File: src/rtl/multi_player_mover_pkg.sv
// Shared arena geometry and position types for the sprite movers.
// No logic; constants and types only.
// No backpressure.
package multi_player_mover_pkg;

    localparam int POS_W      = 10;
    localparam int X_MIN      = 0;
    localparam int X_MAX      = 639;
    localparam int Y_MIN      = 0;
    localparam int Y_MAX      = 479;
    localparam int RADIUS_DEF = 25;

    typedef logic [POS_W-1:0] pos_t;

    // One player's synchronised button set.
    typedef struct packed {
        logic up;
        logic down;
        logic left;
        logic right;
    } btn_t;

endpackage

File: src/rtl/multi_player_mover_if.sv
// Button inputs and packed sprite positions between game logic and the mover.
// No latency of its own; bundle of wires only.
// No backpressure: positions are levels, move_tick is a single-cycle pulse.
// Ports: game_on, btn_up/down/left/right (one bit per player) in;
//        pos_x, pos_y (player i at [i*POS_W +: POS_W]), moving, move_tick out.
interface multi_player_mover_if
    import multi_player_mover_pkg::*;
#(
    parameter int NUM_PLAYERS = 2
);
    logic                         game_on;
    logic [NUM_PLAYERS-1:0]       btn_up;
    logic [NUM_PLAYERS-1:0]       btn_down;
    logic [NUM_PLAYERS-1:0]       btn_left;
    logic [NUM_PLAYERS-1:0]       btn_right;
    logic [NUM_PLAYERS*POS_W-1:0] pos_x;
    logic [NUM_PLAYERS*POS_W-1:0] pos_y;
    logic [NUM_PLAYERS-1:0]       moving;
    logic                         move_tick;

    modport master (
        output game_on, btn_up, btn_down, btn_left, btn_right,
        input  pos_x, pos_y, moving, move_tick
    );

    modport slave (
        input  game_on, btn_up, btn_down, btn_left, btn_right,
        output pos_x, pos_y, moving, move_tick
    );
endinterface

File: src/rtl/multi_player_mover_axis.sv
// One axis of one player: steps a position toward dir_pos/dir_neg, clamped so the sprite stays inside.
// Purely combinational.
// No backpressure.
// Ports: dir_pos/dir_neg (direction requests), step, pos in; pos_nxt, changed out.
module multi_player_mover_axis
    import multi_player_mover_pkg::*;
#(
    parameter int MIN    = 0,
    parameter int MAX    = 639,
    parameter int RADIUS = 25
) (
    input  logic dir_pos,
    input  logic dir_neg,
    input  pos_t step,
    input  pos_t pos,
    output pos_t pos_nxt,
    output logic changed
);
    localparam logic [POS_W:0] HI = (POS_W+1)'(MAX - RADIUS);
    localparam logic [POS_W:0] LO = (POS_W+1)'(MIN + RADIUS);

    // Extra bit keeps the sum and the lower limit free of wrap-around.
    logic [POS_W:0] sum;
    logic [POS_W:0] lo_lim;

    always_comb begin
        sum     = {1'b0, pos} + {1'b0, step};
        lo_lim  = LO + {1'b0, step};
        pos_nxt = pos;
        if (dir_pos && !dir_neg) begin
            pos_nxt = (sum > HI) ? HI[POS_W-1:0] : sum[POS_W-1:0];
        end else if (dir_neg && !dir_pos) begin
            pos_nxt = ({1'b0, pos} < lo_lim) ? LO[POS_W-1:0] : pos - step;
        end
        changed = (pos_nxt != pos);
    end
endmodule

File: src/rtl/multi_player_mover.sv
// Moves NUM_PLAYERS sprites from buttons on a programmable tick, clamped to the arena, with hold-to-accelerate.
// Buttons visible 2 cycles after input; positions/moving/move_tick update on the tick edge.
// No backpressure; game_on=0 freezes the tick counter and all movement state.
// Ports: clk, rst (sync, active-high); bus (slave modport) carries game_on, buttons, positions, moving, move_tick.
module multi_player_mover
    import multi_player_mover_pkg::*;
#(
    parameter int NUM_PLAYERS = 2,
    parameter int MOVE_PERIOD = 200000,
    parameter int STEP        = 1,
    parameter int FAST_STEP   = 3,
    parameter int ACCEL_TICKS = 16,
    parameter int RADIUS      = RADIUS_DEF,
    parameter logic [NUM_PLAYERS*POS_W-1:0] INIT_X = {10'd410, 10'd230},
    parameter logic [NUM_PLAYERS*POS_W-1:0] INIT_Y = {10'd250, 10'd250}
) (
    input logic                clk,
    input logic                rst,
    multi_player_mover_if.slave bus
);
    localparam int CNT_W  = (MOVE_PERIOD > 1) ? $clog2(MOVE_PERIOD) : 1;
    localparam int HOLD_W = $clog2(ACCEL_TICKS + 1);

    logic [CNT_W-1:0]       cnt;
    logic                   tick;
    btn_t [NUM_PLAYERS-1:0] sync1;
    btn_t [NUM_PLAYERS-1:0] sync2;
    pos_t                   px     [NUM_PLAYERS];
    pos_t                   py     [NUM_PLAYERS];
    pos_t                   nx     [NUM_PLAYERS];
    pos_t                   ny     [NUM_PLAYERS];
    logic                   cx     [NUM_PLAYERS];
    logic                   cy     [NUM_PLAYERS];
    pos_t                   step_w [NUM_PLAYERS];
    logic                   active [NUM_PLAYERS];
    logic [HOLD_W-1:0]      hold   [NUM_PLAYERS];
    logic [NUM_PLAYERS-1:0] moving_q;
    logic                   move_tick_q;

    assign tick = bus.game_on && (cnt == CNT_W'(MOVE_PERIOD - 1));

    for (genvar g = 0; g < NUM_PLAYERS; g++) begin : g_player
        // Opposing buttons cancel, so only a lone button counts as holding.
        assign active[g] = (sync2[g].up ^ sync2[g].down) | (sync2[g].left ^ sync2[g].right);
        assign step_w[g] = (hold[g] == HOLD_W'(ACCEL_TICKS)) ? POS_W'(FAST_STEP) : POS_W'(STEP);

        multi_player_mover_axis #(.MIN(X_MIN), .MAX(X_MAX), .RADIUS(RADIUS)) u_x (
            .dir_pos (sync2[g].right),
            .dir_neg (sync2[g].left),
            .step    (step_w[g]),
            .pos     (px[g]),
            .pos_nxt (nx[g]),
            .changed (cx[g])
        );

        // Screen coordinates: up decreases Y.
        multi_player_mover_axis #(.MIN(Y_MIN), .MAX(Y_MAX), .RADIUS(RADIUS)) u_y (
            .dir_pos (sync2[g].down),
            .dir_neg (sync2[g].up),
            .step    (step_w[g]),
            .pos     (py[g]),
            .pos_nxt (ny[g]),
            .changed (cy[g])
        );

        assign bus.pos_x[g*POS_W +: POS_W] = px[g];
        assign bus.pos_y[g*POS_W +: POS_W] = py[g];
    end

    assign bus.moving    = moving_q;
    assign bus.move_tick = move_tick_q;

    always_ff @(posedge clk) begin
        if (rst) begin
            cnt         <= '0;
            sync1       <= '0;
            sync2       <= '0;
            moving_q    <= '0;
            move_tick_q <= 1'b0;
            for (int i = 0; i < NUM_PLAYERS; i++) begin
                px[i]   <= INIT_X[i*POS_W +: POS_W];
                py[i]   <= INIT_Y[i*POS_W +: POS_W];
                hold[i] <= '0;
            end
        end else begin
            for (int i = 0; i < NUM_PLAYERS; i++) begin
                sync1[i] <= '{up: bus.btn_up[i], down: bus.btn_down[i],
                              left: bus.btn_left[i], right: bus.btn_right[i]};
            end
            sync2       <= sync1;
            move_tick_q <= tick;
            // Pause holds the count so the period resumes where it left off.
            if (bus.game_on) begin
                cnt <= tick ? '0 : cnt + CNT_W'(1);
            end
            if (tick) begin
                for (int i = 0; i < NUM_PLAYERS; i++) begin
                    px[i]       <= nx[i];
                    py[i]       <= ny[i];
                    moving_q[i] <= cx[i] | cy[i];
                    if (!active[i]) begin
                        hold[i] <= '0;
                    end else if (hold[i] != HOLD_W'(ACCEL_TICKS)) begin
                        hold[i] <= hold[i] + HOLD_W'(1);
                    end
                end
            end
        end
    end
endmodule

File: src/flat_wrapper.sv
// flat-port wrapper written by rule: the top's interface ports become plain ports
module multi_player_mover_flat import multi_player_mover_pkg::*;
#(
    parameter int NUM_PLAYERS = 2,
    parameter int MOVE_PERIOD = 200000,
    parameter int STEP        = 1,
    parameter int FAST_STEP   = 3,
    parameter int ACCEL_TICKS = 16,
    parameter int RADIUS      = RADIUS_DEF,
    parameter logic [NUM_PLAYERS*POS_W-1:0] INIT_X = {10'd410, 10'd230},
    parameter logic [NUM_PLAYERS*POS_W-1:0] INIT_Y = {10'd250, 10'd250}
)
  (clk, rst, bus_game_on, bus_btn_up, bus_btn_down, bus_btn_left, bus_btn_right, bus_pos_x, bus_pos_y, bus_moving, bus_move_tick);
  multi_player_mover_if #(.NUM_PLAYERS(NUM_PLAYERS)) bus_i ();
  input logic clk;
  input logic rst;
  input wire logic [$bits(bus_i.game_on)-1:0] bus_game_on;
  input wire logic [$bits(bus_i.btn_up)-1:0] bus_btn_up;
  input wire logic [$bits(bus_i.btn_down)-1:0] bus_btn_down;
  input wire logic [$bits(bus_i.btn_left)-1:0] bus_btn_left;
  input wire logic [$bits(bus_i.btn_right)-1:0] bus_btn_right;
  output wire logic [$bits(bus_i.pos_x)-1:0] bus_pos_x;
  output wire logic [$bits(bus_i.pos_y)-1:0] bus_pos_y;
  output wire logic [$bits(bus_i.moving)-1:0] bus_moving;
  output wire logic [$bits(bus_i.move_tick)-1:0] bus_move_tick;
  assign bus_i.game_on = bus_game_on;
  assign bus_i.btn_up = bus_btn_up;
  assign bus_i.btn_down = bus_btn_down;
  assign bus_i.btn_left = bus_btn_left;
  assign bus_i.btn_right = bus_btn_right;
  assign bus_pos_x = bus_i.pos_x;
  assign bus_pos_y = bus_i.pos_y;
  assign bus_moving = bus_i.moving;
  assign bus_move_tick = bus_i.move_tick;
  multi_player_mover #(.NUM_PLAYERS(NUM_PLAYERS), .MOVE_PERIOD(MOVE_PERIOD), .STEP(STEP), .FAST_STEP(FAST_STEP), .ACCEL_TICKS(ACCEL_TICKS), .RADIUS(RADIUS), .INIT_X(INIT_X), .INIT_Y(INIT_Y)) u_core (.clk(clk), .rst(rst), .bus(bus_i));
endmodule
File: config.mk
export PLATFORM = sky130hd
export DESIGN_NAME = multi_player_mover_flat
export DESIGN_NICKNAME = d
export VERILOG_FILES = /design/src/rtl/multi_player_mover_pkg.sv /design/src/rtl/multi_player_mover_if.sv /design/src/rtl/multi_player_mover_axis.sv /design/src/rtl/multi_player_mover.sv /design/src/flat_wrapper.sv
export SDC_FILE = /design/constraint.sdc
export NUM_CORES = 1
export LEC_CHECK = 0
export CORE_UTILIZATION = 40
export DETAILED_ROUTE_END_ITERATION = 16
export HOLD_SLACK_MARGIN = 0.03
export PLACE_DENSITY = 0.61
export SLEW_MARGIN = 20
export SYNTH_ARGS = -nofsm -noshare
export SYNTH_HDL_FRONTEND = slang
export SYNTH_SLANG_ARGS = --single-unit
File: constraint.sdc
create_clock -name clk -period 5.45 [get_ports clk]
set_clock_uncertainty 0.2 [all_clocks]
set_input_delay 0.8175 -clock clk [delete_from_list [all_inputs] [get_ports clk]]
set_output_delay 0.8175 -clock clk [all_outputs]
set_load 0.02 [all_outputs]
==> results.tsv, run 1 <==
stage	metric	value	unit
sta	worst-margin pin slew	1.04	ns
worst_setup_path	kind of capture point of the worst setup path	flip-flop	
sta	# setup viols final	0	
placed_design	number of cells after detailed placement	1229	
pwr	total power	1.70	mW
floorplanning	overall die area	20000	um2
yosys	share of async-settable or async-resettable flops after synthesis	0	%
grt	maximum number of pins on one net before global-route repair	32	
yosys	FF+latch count, synth	87	
worst_setup_path	CP Data Required Time	5.33	ns
grt	combined global-route utilization of all metal layers	21.9	%
clock_network	clock transition at the registers of the reported paths	0.07	ns
clock_network	Hold Buf Count CTS	0	
placed_design	post-detail-place hpwl	15500	um
worst_hold_path	WHS Path Cells	1	
placed_design	Routability Congestion	0.916	
sta	Max-slew headroom	30.6	%
floorplanning	Top-Level Pins	54	
placed_design	number of buffers inserted by port buffering	53	
sta	max frequency	223	MHz
worst_setup_path	critical path class	reg2reg	
pwr	part of the power in combinational logic	17.8	%
yosys	fraction of the mapped netlist area in adder cells	6.72	%
clock_network	post-cts repair resize count	0	
routing	routed length on met2	9070	um
routing	via/cell ratio	5.90	
layout	signed area change from the synthesized netlist to the final layout	11.6	%
routing	sum of routed wire segments on met1	10700	um
clock_network	buffers inserted during post-CTS setup optimization	0	
worst_setup_path	category of the worst setup path launch point	flip-flop	
sta	RSZ-0062 raised after global routing	false	
yosys	Distinct cells, synth	99	
yosys	portion of the post-synthesis area used by sequential elements	28.8	%
yosys	synthesized area per cell	8.02	um2
layout	net count reported at finish	1028	
grt	initial antenna violation count	0	
yosys	nets in the synthesized netlist	1019	
pwr	reported net switching power	0.532	mW
worst_setup_path	data arrival at the endpoint of the critical path	4.36	ns
grt	Remaining Overflow, GRT	0	
yosys	count of flip-flops with a built-in enable after synthesis	50	
pwr	switch share	31.4	%
floorplanning	count of standard-cell rows	50	
yosys	Mapped Area	7780	um2
pwr	IR drop worst, VDD	0.000155	V
floorplanning	Die Wd	142	um
worst_setup_path	Crit Path Max Fanout	12	
routing	total DRC errors in the routed layout	0	
worst_setup_path	Worst Reg-to-Reg Cells	15	
routing	detailed-route wire length per cell	17.4	um
floorplanning	chip height	142	um
clock_network	buffer cell driving the clock tree root	sky130_fd_sc_hd__clkbuf_16	
yosys	share of cell area taken by muxes after synthesis	1.86	%
clock_network	insertion delay of the later-clocked pin in the worst-skew pair	0.36	ns
yosys	cells after synthesis	971	
floorplanning	initial cell density of the core	41.2	%
routing	met3 wire length	1430	um
pwr	Leakage Power	3.05	nW
grt	global-route wire length before repair	34800	um
sta	crit path time final	4.48	ns
grt	vias in the first global route	6427	
clock_network	TritonCTS clock tree	built	
routing	overall via count from detail_route	7346	
pwr	Clock power frac	36.1	%
layout	number of diodes	0	
sta	number of slew-limit violations in the final report	0	
clock_network	level count of the clock H-tree	3	
yosys	Synth warnings	0	
clock_network	CTS Buffer Depth	2	
yosys	parity-gate share of the synthesized area counting xor and xnor cells	5.51	%
layout	proportion of layout cells with a drive suffix above 1	5.79	%
pwr	pwr dens	195	nW/um2
yosys	commonest register cell after synthesis	sky130_fd_sc_hd__edfxtp_1	
sta	Sum Neg Setup Slack	0	ns
job	max-capacitance violation count	0	
yosys	dominant combinational cell family by area after synthesis	simple AND/OR/NAND/NOR gates	
yosys	compound-gate portion of the synthesized area	22.8	%
routing	number of iterations in the first detailed-routing pass	5	
yosys	area share of and/or/nand/nor cells after synthesis	27.5	%
floorplanning	core footprint	18900	um2
layout	post-layout instance count excluding filler cells	1245	
pwr	sequential cell fraction of total power	46.1	%
routing	number of routed nets with antenna violations	0	
routing	highest routing layer actually used	met4	
clock_network	clock buffers created by TritonCTS	9	
clock_network	TritonCTS sink count	87	
routing	drt first-iter violations	732	
pwr	cell internal pwr	1.16	mW
sta	Fin. Hold Viols	0	
routing	total routed wirelength	21700	um
layout	count of fill cells added during filler insertion	1902	
worst_hold_path	classification of the worst-slack hold path	reg2reg	
run_status	result of the run	completed	
sta	Final Cycle Share	82.1	%
## area by class of cell
type | instances | area (um2) | area share, %
clock buffer | 9 | 225 | 2.59
timing repair buffer | 64 | 626 | 7.20
inverter | 54 | 203 | 2.33
tap | 260 | 325 | 3.74
multi-input combinational | 764 | 5010 | 57.7
sequential | 87 | 2240 | 25.8
clock inverter | 7 | 57.6 | 0.662
## per-layer routing
metal | GRT usage, % | up-vias
met5 | 0 | -
met4 | 6.40 | 0
met3 | 3.88 | 36
met2 | 31.9 | 320
met1 | 32.8 | 3423
li1 | - | 3567
## critical path, cell delays in order (launching register included)
cell                       delay, ns
sky130_fd_sc_hd__edfxtp_1       0.43
sky130_fd_sc_hd__inv_1          0.08
sky130_fd_sc_hd__ha_1           0.13
sky130_fd_sc_hd__nor4bb_1       0.21
sky130_fd_sc_hd__buf_4          0.21
sky130_fd_sc_hd__inv_1          0.16
sky130_fd_sc_hd__ha_1           0.37
sky130_fd_sc_hd__nor2b_1        0.52
sky130_fd_sc_hd__o21ai_1        0.26
sky130_fd_sc_hd__a311o_1        0.31
sky130_fd_sc_hd__o21ai_0        0.12
sky130_fd_sc_hd__o21ba_2        0.23
sky130_fd_sc_hd__or2_1          0.37
sky130_fd_sc_hd__and2_1         0.24
sky130_fd_sc_hd__a221oi_1       0.26
sky130_fd_sc_hd__o21ai_1        0.09
## flip-flops by register name, summed over array words and instances (netlist names)
| name | flops |
|---|---|
| u_core.py | 20 |
| u_core.cnt | 18 |
| u_core.px | 20 |
| u_core.sync1 | 8 |
| u_core.sync2 | 8 |
| u_core.bus.move_tick | 1 |
| u_core.hold | 10 |
| u_core.bus.moving | 2 |
## cells in the final DEF, fill, tap and decap left out, types with 9 or more instances in the layout
master                            netlist  final
sky130_fd_sc_hd__nor2_1                89     89
sky130_fd_sc_hd__nand2b_1              18     18
sky130_fd_sc_hd__o211ai_1              16     16
sky130_fd_sc_hd__inv_1                 50     50
sky130_fd_sc_hd__a21oi_1               48     48
sky130_fd_sc_hd__clkdlybuf4s50_1        0     53
sky130_fd_sc_hd__a211oi_1              11     11
sky130_fd_sc_hd__and2_1                12     12
sky130_fd_sc_hd__o21ai_1               16     16
sky130_fd_sc_hd__nor2b_1               28     28
sky130_fd_sc_hd__nand3_1               34     34
sky130_fd_sc_hd__o21ai_0               43     43
sky130_fd_sc_hd__buf_4                  4     10
sky130_fd_sc_hd__dfxtp_1               37     37
sky130_fd_sc_hd__nand4_1               13     13
sky130_fd_sc_hd__clkbuf_16              0      9
sky130_fd_sc_hd__ha_1                  29     29
sky130_fd_sc_hd__xor2_1                21     21
sky130_fd_sc_hd__edfxtp_1              50     50
sky130_fd_sc_hd__nor3_1                39     39
sky130_fd_sc_hd__mux2i_1               10     10
sky130_fd_sc_hd__xnor2_1               28     28
sky130_fd_sc_hd__nor4_1                 9      9
sky130_fd_sc_hd__and3_1                12     12
sky130_fd_sc_hd__nand2_1               96     96
## power groups by stage
stage | Combinational [mW] | Clock (mW) | Sequential (mW)
6_report | 0.302 | 0.612 | 0.782
5_1_grt | 0.331 | 0.651 | 0.787
4_1_cts | 0.299 | 0.629 | 0.780
3_5_place_dp | 0.297 | 0 | 0.794
3_3_place_gp | 0.299 | 0 | 0.795
2_1_floorplan | 0.220 | 0 | 0.775
## worst paths after layout
path                     startpoint              end  slack [ns]
setup / recovery  u_core.hold[0][0]  u_core.py[0][5]        0.97
setup reg to reg  u_core.hold[0][0]  u_core.py[0][5]        0.97
hold reg to reg     u_core.sync1[1]  u_core.sync2[1]        0.23
hold / removal      u_core.sync1[1]  u_core.sync2[1]        0.23
## Yosys cell counts (5+ instances only)
master                      number  area [um2]
sky130_fd_sc_hd__buf_2           7        35.0
sky130_fd_sc_hd__a21oi_1        48         240
sky130_fd_sc_hd__mux2i_1        10         100
sky130_fd_sc_hd__nand2_1        96         360
sky130_fd_sc_hd__ha_1           29         363
sky130_fd_sc_hd__nor4b_1         5        43.8
sky130_fd_sc_hd__or3_1           5        31.3
sky130_fd_sc_hd__o21a_1          8        60.1
sky130_fd_sc_hd__fa_1            8         160
sky130_fd_sc_hd__clkbuf_1       46         173
sky130_fd_sc_hd__a211oi_1       11        82.6
sky130_fd_sc_hd__edfxtp_1       50        1500
sky130_fd_sc_hd__nor4_1          9        56.3
sky130_fd_sc_hd__nand4b_1        6        52.6
sky130_fd_sc_hd__xor2_1         21         184
sky130_fd_sc_hd__a2111oi_0       5        43.8
sky130_fd_sc_hd__nor3b_1         6        45.0
sky130_fd_sc_hd__nor3_1         39         195
sky130_fd_sc_hd__dfxtp_1        37         741
sky130_fd_sc_hd__xnor2_1        28         245
sky130_fd_sc_hd__o221ai_1        5        43.8
sky130_fd_sc_hd__nand2b_1       18         113
sky130_fd_sc_hd__nand4_1        13        81.3
sky130_fd_sc_hd__inv_1          50         188
sky130_fd_sc_hd__a31oi_1         7        43.8
sky130_fd_sc_hd__o211a_1         5        50.1
sky130_fd_sc_hd__nor2_1         89         334
sky130_fd_sc_hd__nor2b_1        28         175
sky130_fd_sc_hd__o31ai_1         8        60.1
sky130_fd_sc_hd__o211ai_1       16         120
sky130_fd_sc_hd__a221oi_1        6        52.6
sky130_fd_sc_hd__nand3_1        34         170
sky130_fd_sc_hd__o21ai_1        16        80.1
sky130_fd_sc_hd__o21ai_0        43         215
sky130_fd_sc_hd__o22ai_1         8        50.1
sky130_fd_sc_hd__and3_1         12        75.1
sky130_fd_sc_hd__and2_1         12        75.1
sky130_fd_sc_hd__o2111ai_1       7        61.3
## kinds of logic after synthesis
kind of cell | after synthesis
compound gates | 254
xor+xnor | 49
fa+ha+maj | 37
buf+inv | 120
flops | 87
mux | 14
simple gates | 410
## metrics by stage
stage	setup WS, ns	util, %	area (um2)	hold slack (ns)
3_3_place_gp	1.19	44.5	8410	0.219
4_1_cts	1.06	46.0	8690	0.237
2_1_floorplan	1.01	-	7780	0.214
5_1_grt	0.623	46.0	8690	0.262
3_5_place_dp	1.05	44.5	8410	0.220
6_report	0.975	46.0	8690	0.234
(Power assumes the default switching activity.)
==> inputs of run 2 (changes only) <==
--- a/config.mk
+++ b/config.mk
@@ -8,7 +8,7 @@
 export CORE_UTILIZATION = 40
 export DETAILED_ROUTE_END_ITERATION = 16
 export HOLD_SLACK_MARGIN = 0.03
-export PLACE_DENSITY = 0.61
+export PLACE_DENSITY = 0.63
 export SLEW_MARGIN = 20
 export SYNTH_ARGS = -nofsm -noshare
 export SYNTH_HDL_FRONTEND = slang
==> constraint.sdc (replaced) <==
create_clock -name clk -period 3.6 [get_ports clk]
set_clock_uncertainty 0.2 [all_clocks]
set_input_delay 0.54 -clock clk [delete_from_list [all_inputs] [get_ports clk]]
set_output_delay 0.54 -clock clk [all_outputs]
set_load 0.02 [all_outputs]
==> run 2 against run 1 <==
The flow now finishes with violations (negative setup slack). Setup slack got worse by 1.1 ns. Register-to-register slack got worse by 1.1 ns. Cell area rose by 17%. Count of clock-buffer cells in the layout rose by 1. Combinational power rose by 120%. Utilization rose by 8.0 points. Global-route usage rose by 2.4 points. Power rose by 65%. Cell count rose by 12%.
==> results.tsv, run 2 (synthesized netlist as in run 1, its figures left out) <==
stage	metric	value	unit	change
sta	number of slew-limit violations in the final report	0		unchanged
sta	Max-slew headroom	50.0	%	was 30.6%
layout	highest-count cells in the layout ignoring fill and taps	sky130_fd_sc_hd__buf_4 (151), sky130_fd_sc_hd__nand2_1 (95), sky130_fd_sc_hd__nor2_1 (87)		was sky130_fd_sc_hd__nand2_1 (96), sky130_fd_sc_hd__nor2_1 (89), sky130_fd_sc_hd__clkdlybuf4s50_1 (53)
grt	GRT met1 Usage	34.5	%	was 32.8%
routing	detailed-route wire length per cell	17.6	um	was 17.4 um
clock_network	insertion delay of the later-clocked pin in the worst-skew pair	0.35	ns	was 0.36 ns
floorplanning	chip height	142	um	unchanged
sta	RSZ-0062 raised after global routing	true		was false
layout	net count reported at finish	1174		was 1028
routing	overall via count from detail_route	7981		was 7346
layout	signed area change from the synthesized netlist to the final layout	31.1	%	was 11.6%
clock_network	clock transition at the registers of the reported paths	0.07	ns	about the same
sta	Fin. Hold Viols	0		unchanged
worst_setup_path	kind of capture point of the worst setup path	flip-flop		unchanged
placed_design	number of buffers inserted by port buffering	53		unchanged
job	max-capacitance violation count	0		unchanged
floorplanning	Top-Level Pins	54		unchanged
sta	# setup viols final	9		was 0
floorplanning	initial cell density of the core	41.2	%	unchanged
floorplanning	Die Wd	142	um	unchanged
worst_setup_path	setup slack, reg-to-reg	-0.14	ns	was 0.97 ns
sta	Hold Slack	0.237	ns	was 0.234 ns
pwr	part of the power in combinational logic	23.4	%	was 17.8%
floorplanning	core footprint	18900	um2	unchanged
clock_network	buffer cell driving the clock tree root	sky130_fd_sc_hd__clkbuf_16		unchanged
worst_hold_path	classification of the worst-slack hold path	reg2reg		unchanged
floorplanning	overall die area	20000	um2	unchanged
layout	leading cell type in the layout, fill and taps excluded	sky130_fd_sc_hd__buf_4		was sky130_fd_sc_hd__nand2_1
grt	met3 layer usage reported by global route	3.07	%	was 3.88%
pwr	IR drop worst, VDD	0.000238	V	was 0.000155 V
pwr	Leakage Power	3.86	nW	was 3.05 nW
sta	crit path time final	3.74	ns	was 4.48 ns
layout	registers with the highest flip-flop counts	u_core.px (20), u_core.py (20), u_core.cnt (18)		unchanged
grt	vias in the first global route	7280		was 6427
clock_network	TritonCTS clock tree	built		unchanged
floorplanning	count of standard-cell rows	50		unchanged
layout	proportion of layout cells with a drive suffix above 1	23.1	%	was 5.79%
routing	total DRC errors in the routed layout	0		unchanged
sta	Sum Neg Setup Slack	-0.471	ns	was 0 ns
routing	via/cell ratio	5.74		was 5.90
grt	maximum number of pins on one net before global-route repair	31		was 32
clock_network	Hold Buf Count CTS	0		unchanged
worst_setup_path	CP Data Required Time	3.63	ns	was 5.33 ns
pwr	pwr dens	275	nW/um2	was 195 nW/um2
worst_setup_path	critical path class	reg2reg		unchanged
pwr	switch share	30.1	%	was 31.4%
clock_network	CTS Buffer Depth	2		unchanged
pwr	sequential cell fraction of total power	41.0	%	was 46.1%
placed_design	post-detail-place hpwl	17900	um	was 15500 um
routing	number of routed nets with antenna violations	0		unchanged
sta	max frequency	267	MHz	was 223 MHz
sta	worst-margin pin slew	0.742	ns	was 1.04 ns
grt	most congested layer reported by global routing	met2		was met1
clock_network	TritonCTS sink count	87		unchanged
clock_network	level count of the clock H-tree	3		unchanged
pwr	Clock power frac	35.6	%	was 36.1%
worst_setup_path	category of the worst setup path launch point	flip-flop		unchanged
grt	global-route wire length before repair	38600	um	was 34800 um
clock_network	clock buffers created by TritonCTS	9		unchanged
pwr	cell internal pwr	1.96	mW	was 1.16 mW
placed_design	Routability Congestion	0.984		was 0.916
run_status	result of the run	finished, violations left		was completed
worst_setup_path	Crit Path Max Fanout	7		was 12
routing	number of iterations in the first detailed-routing pass	5		unchanged
sta	Final Cycle Share	104	%	was 82.1%
grt	met2 global-route usage	38.0	%	was 31.9%
pwr	reported net switching power	0.845	mW	was 0.532 mW
grt	initial antenna violation count	0		unchanged
routing	drt first-iter violations	745		was 732
grt	combined global-route utilization of all metal layers	24.4	%	was 21.9%
routing	total routed wirelength	24400	um	was 21700 um
worst_setup_path	data arrival at the endpoint of the critical path	3.77	ns	was 4.36 ns
grt	Remaining Overflow, GRT	0		unchanged
sta	Worst Slack Setup Final	-0.145	ns	was 0.975 ns
layout	number of diodes	0		unchanged
run_status	violations in the final reports	negative setup slack		
## run 2: cell count changes in the layout (fill, tap and decap cells not counted), moves of 4 or more
cell                      before  now
sky130_fd_sc_hd__buf_4        10  151
sky130_fd_sc_hd__ha_1         29   24
sky130_fd_sc_hd__a21oi_1      48   44
sky130_fd_sc_hd__ha_4          0    4
sky130_fd_sc_hd__buf_6         0    6
## run 2: power groups by stage
stage               logic, mW  clock network [mW]  registers [mW]
finish                  0.657               0.997            1.15
global route            0.706                1.06            1.16
CTS                     0.606                1.02            1.15
detailed placement      0.589                   0            1.17
global placement        0.589                   0            1.17
floorplan               0.341                   0            1.17
## run 2: layout make-up
type / count / area (um2)
Clock buffer: 10 / 239
Timing Repair Buffer: 210 / 1730
Sequential cell: 87 / 2240
Multi-Input combinational cell: 764 / 5390
Clock inverter: 6 / 76.3
Fill cell: 1803 / 8690
Tap cell: 260 / 325
Inverter: 54 / 203
## run 2: critical path: stages, from the launching register on
cell and delay [ns]:
sky130_fd_sc_hd__edfxtp_1 0.38, sky130_fd_sc_hd__inv_1 0.08, sky130_fd_sc_hd__ha_1 0.14, sky130_fd_sc_hd__nor4bb_4 0.22, sky130_fd_sc_hd__inv_2 0.12, sky130_fd_sc_hd__buf_6 0.14
sky130_fd_sc_hd__fa_2 0.43, sky130_fd_sc_hd__nand4b_1 0.26, sky130_fd_sc_hd__nand2_1 0.11, sky130_fd_sc_hd__a21oi_1 0.06, sky130_fd_sc_hd__a221o_1 0.39, sky130_fd_sc_hd__buf_6 0.14
sky130_fd_sc_hd__o21a_1 0.18, sky130_fd_sc_hd__o32a_1 0.32, sky130_fd_sc_hd__xnor2_1 0.14, sky130_fd_sc_hd__nor4_1 0.22, sky130_fd_sc_hd__a21oi_1 0.10
## run 2: metrics by stage
step / power [mW] / instances / util (%) / setup slack [ns] / area (um2)
6_report: 2.80 / 1391 / 54.0 / -0.145 / 10200
5_1_grt: 2.92 / 1391 / 54.0 / -0.309 / 10200
4_1_cts: 2.77 / 1381 / 52.1 / -0.0612 / 9840
3_5_place_dp: 1.76 / 1359 / 49.8 / -0.213 / 9410
3_3_place_gp: 1.75 / 1359 / 49.8 / -0.116 / 9410
2_1_floorplan: 1.51 / 971 / - / -0.139 / 7840
## run 2: worst paths after layout
path / endpoint / cells past startpoint / from
setup / recovery: u_core.bus.moving[0] / 16 / u_core.hold[0][0]
setup reg to reg: u_core.bus.moving[0] / 16 / u_core.hold[0][0]
hold reg to reg: u_core.sync2[1] / 1 / u_core.sync1[1]
hold / removal: u_core.sync2[1] / 1 / u_core.sync1[1]
## run 2: what timing repair did
action	4_1_cts	5_1_grt
endpoints found under the setup margin	19	30
buffers inserted	6	10
resized for setup	18	54
hold endpoints to repair	0	0
pin swaps	5	14
## run 2: metal layers
metal,up-vias,share of wire [%]
li1,3856,-
met4,0,2.2
met1,3755,45
met2,326,46
met3,44,6.2
met5,-,0
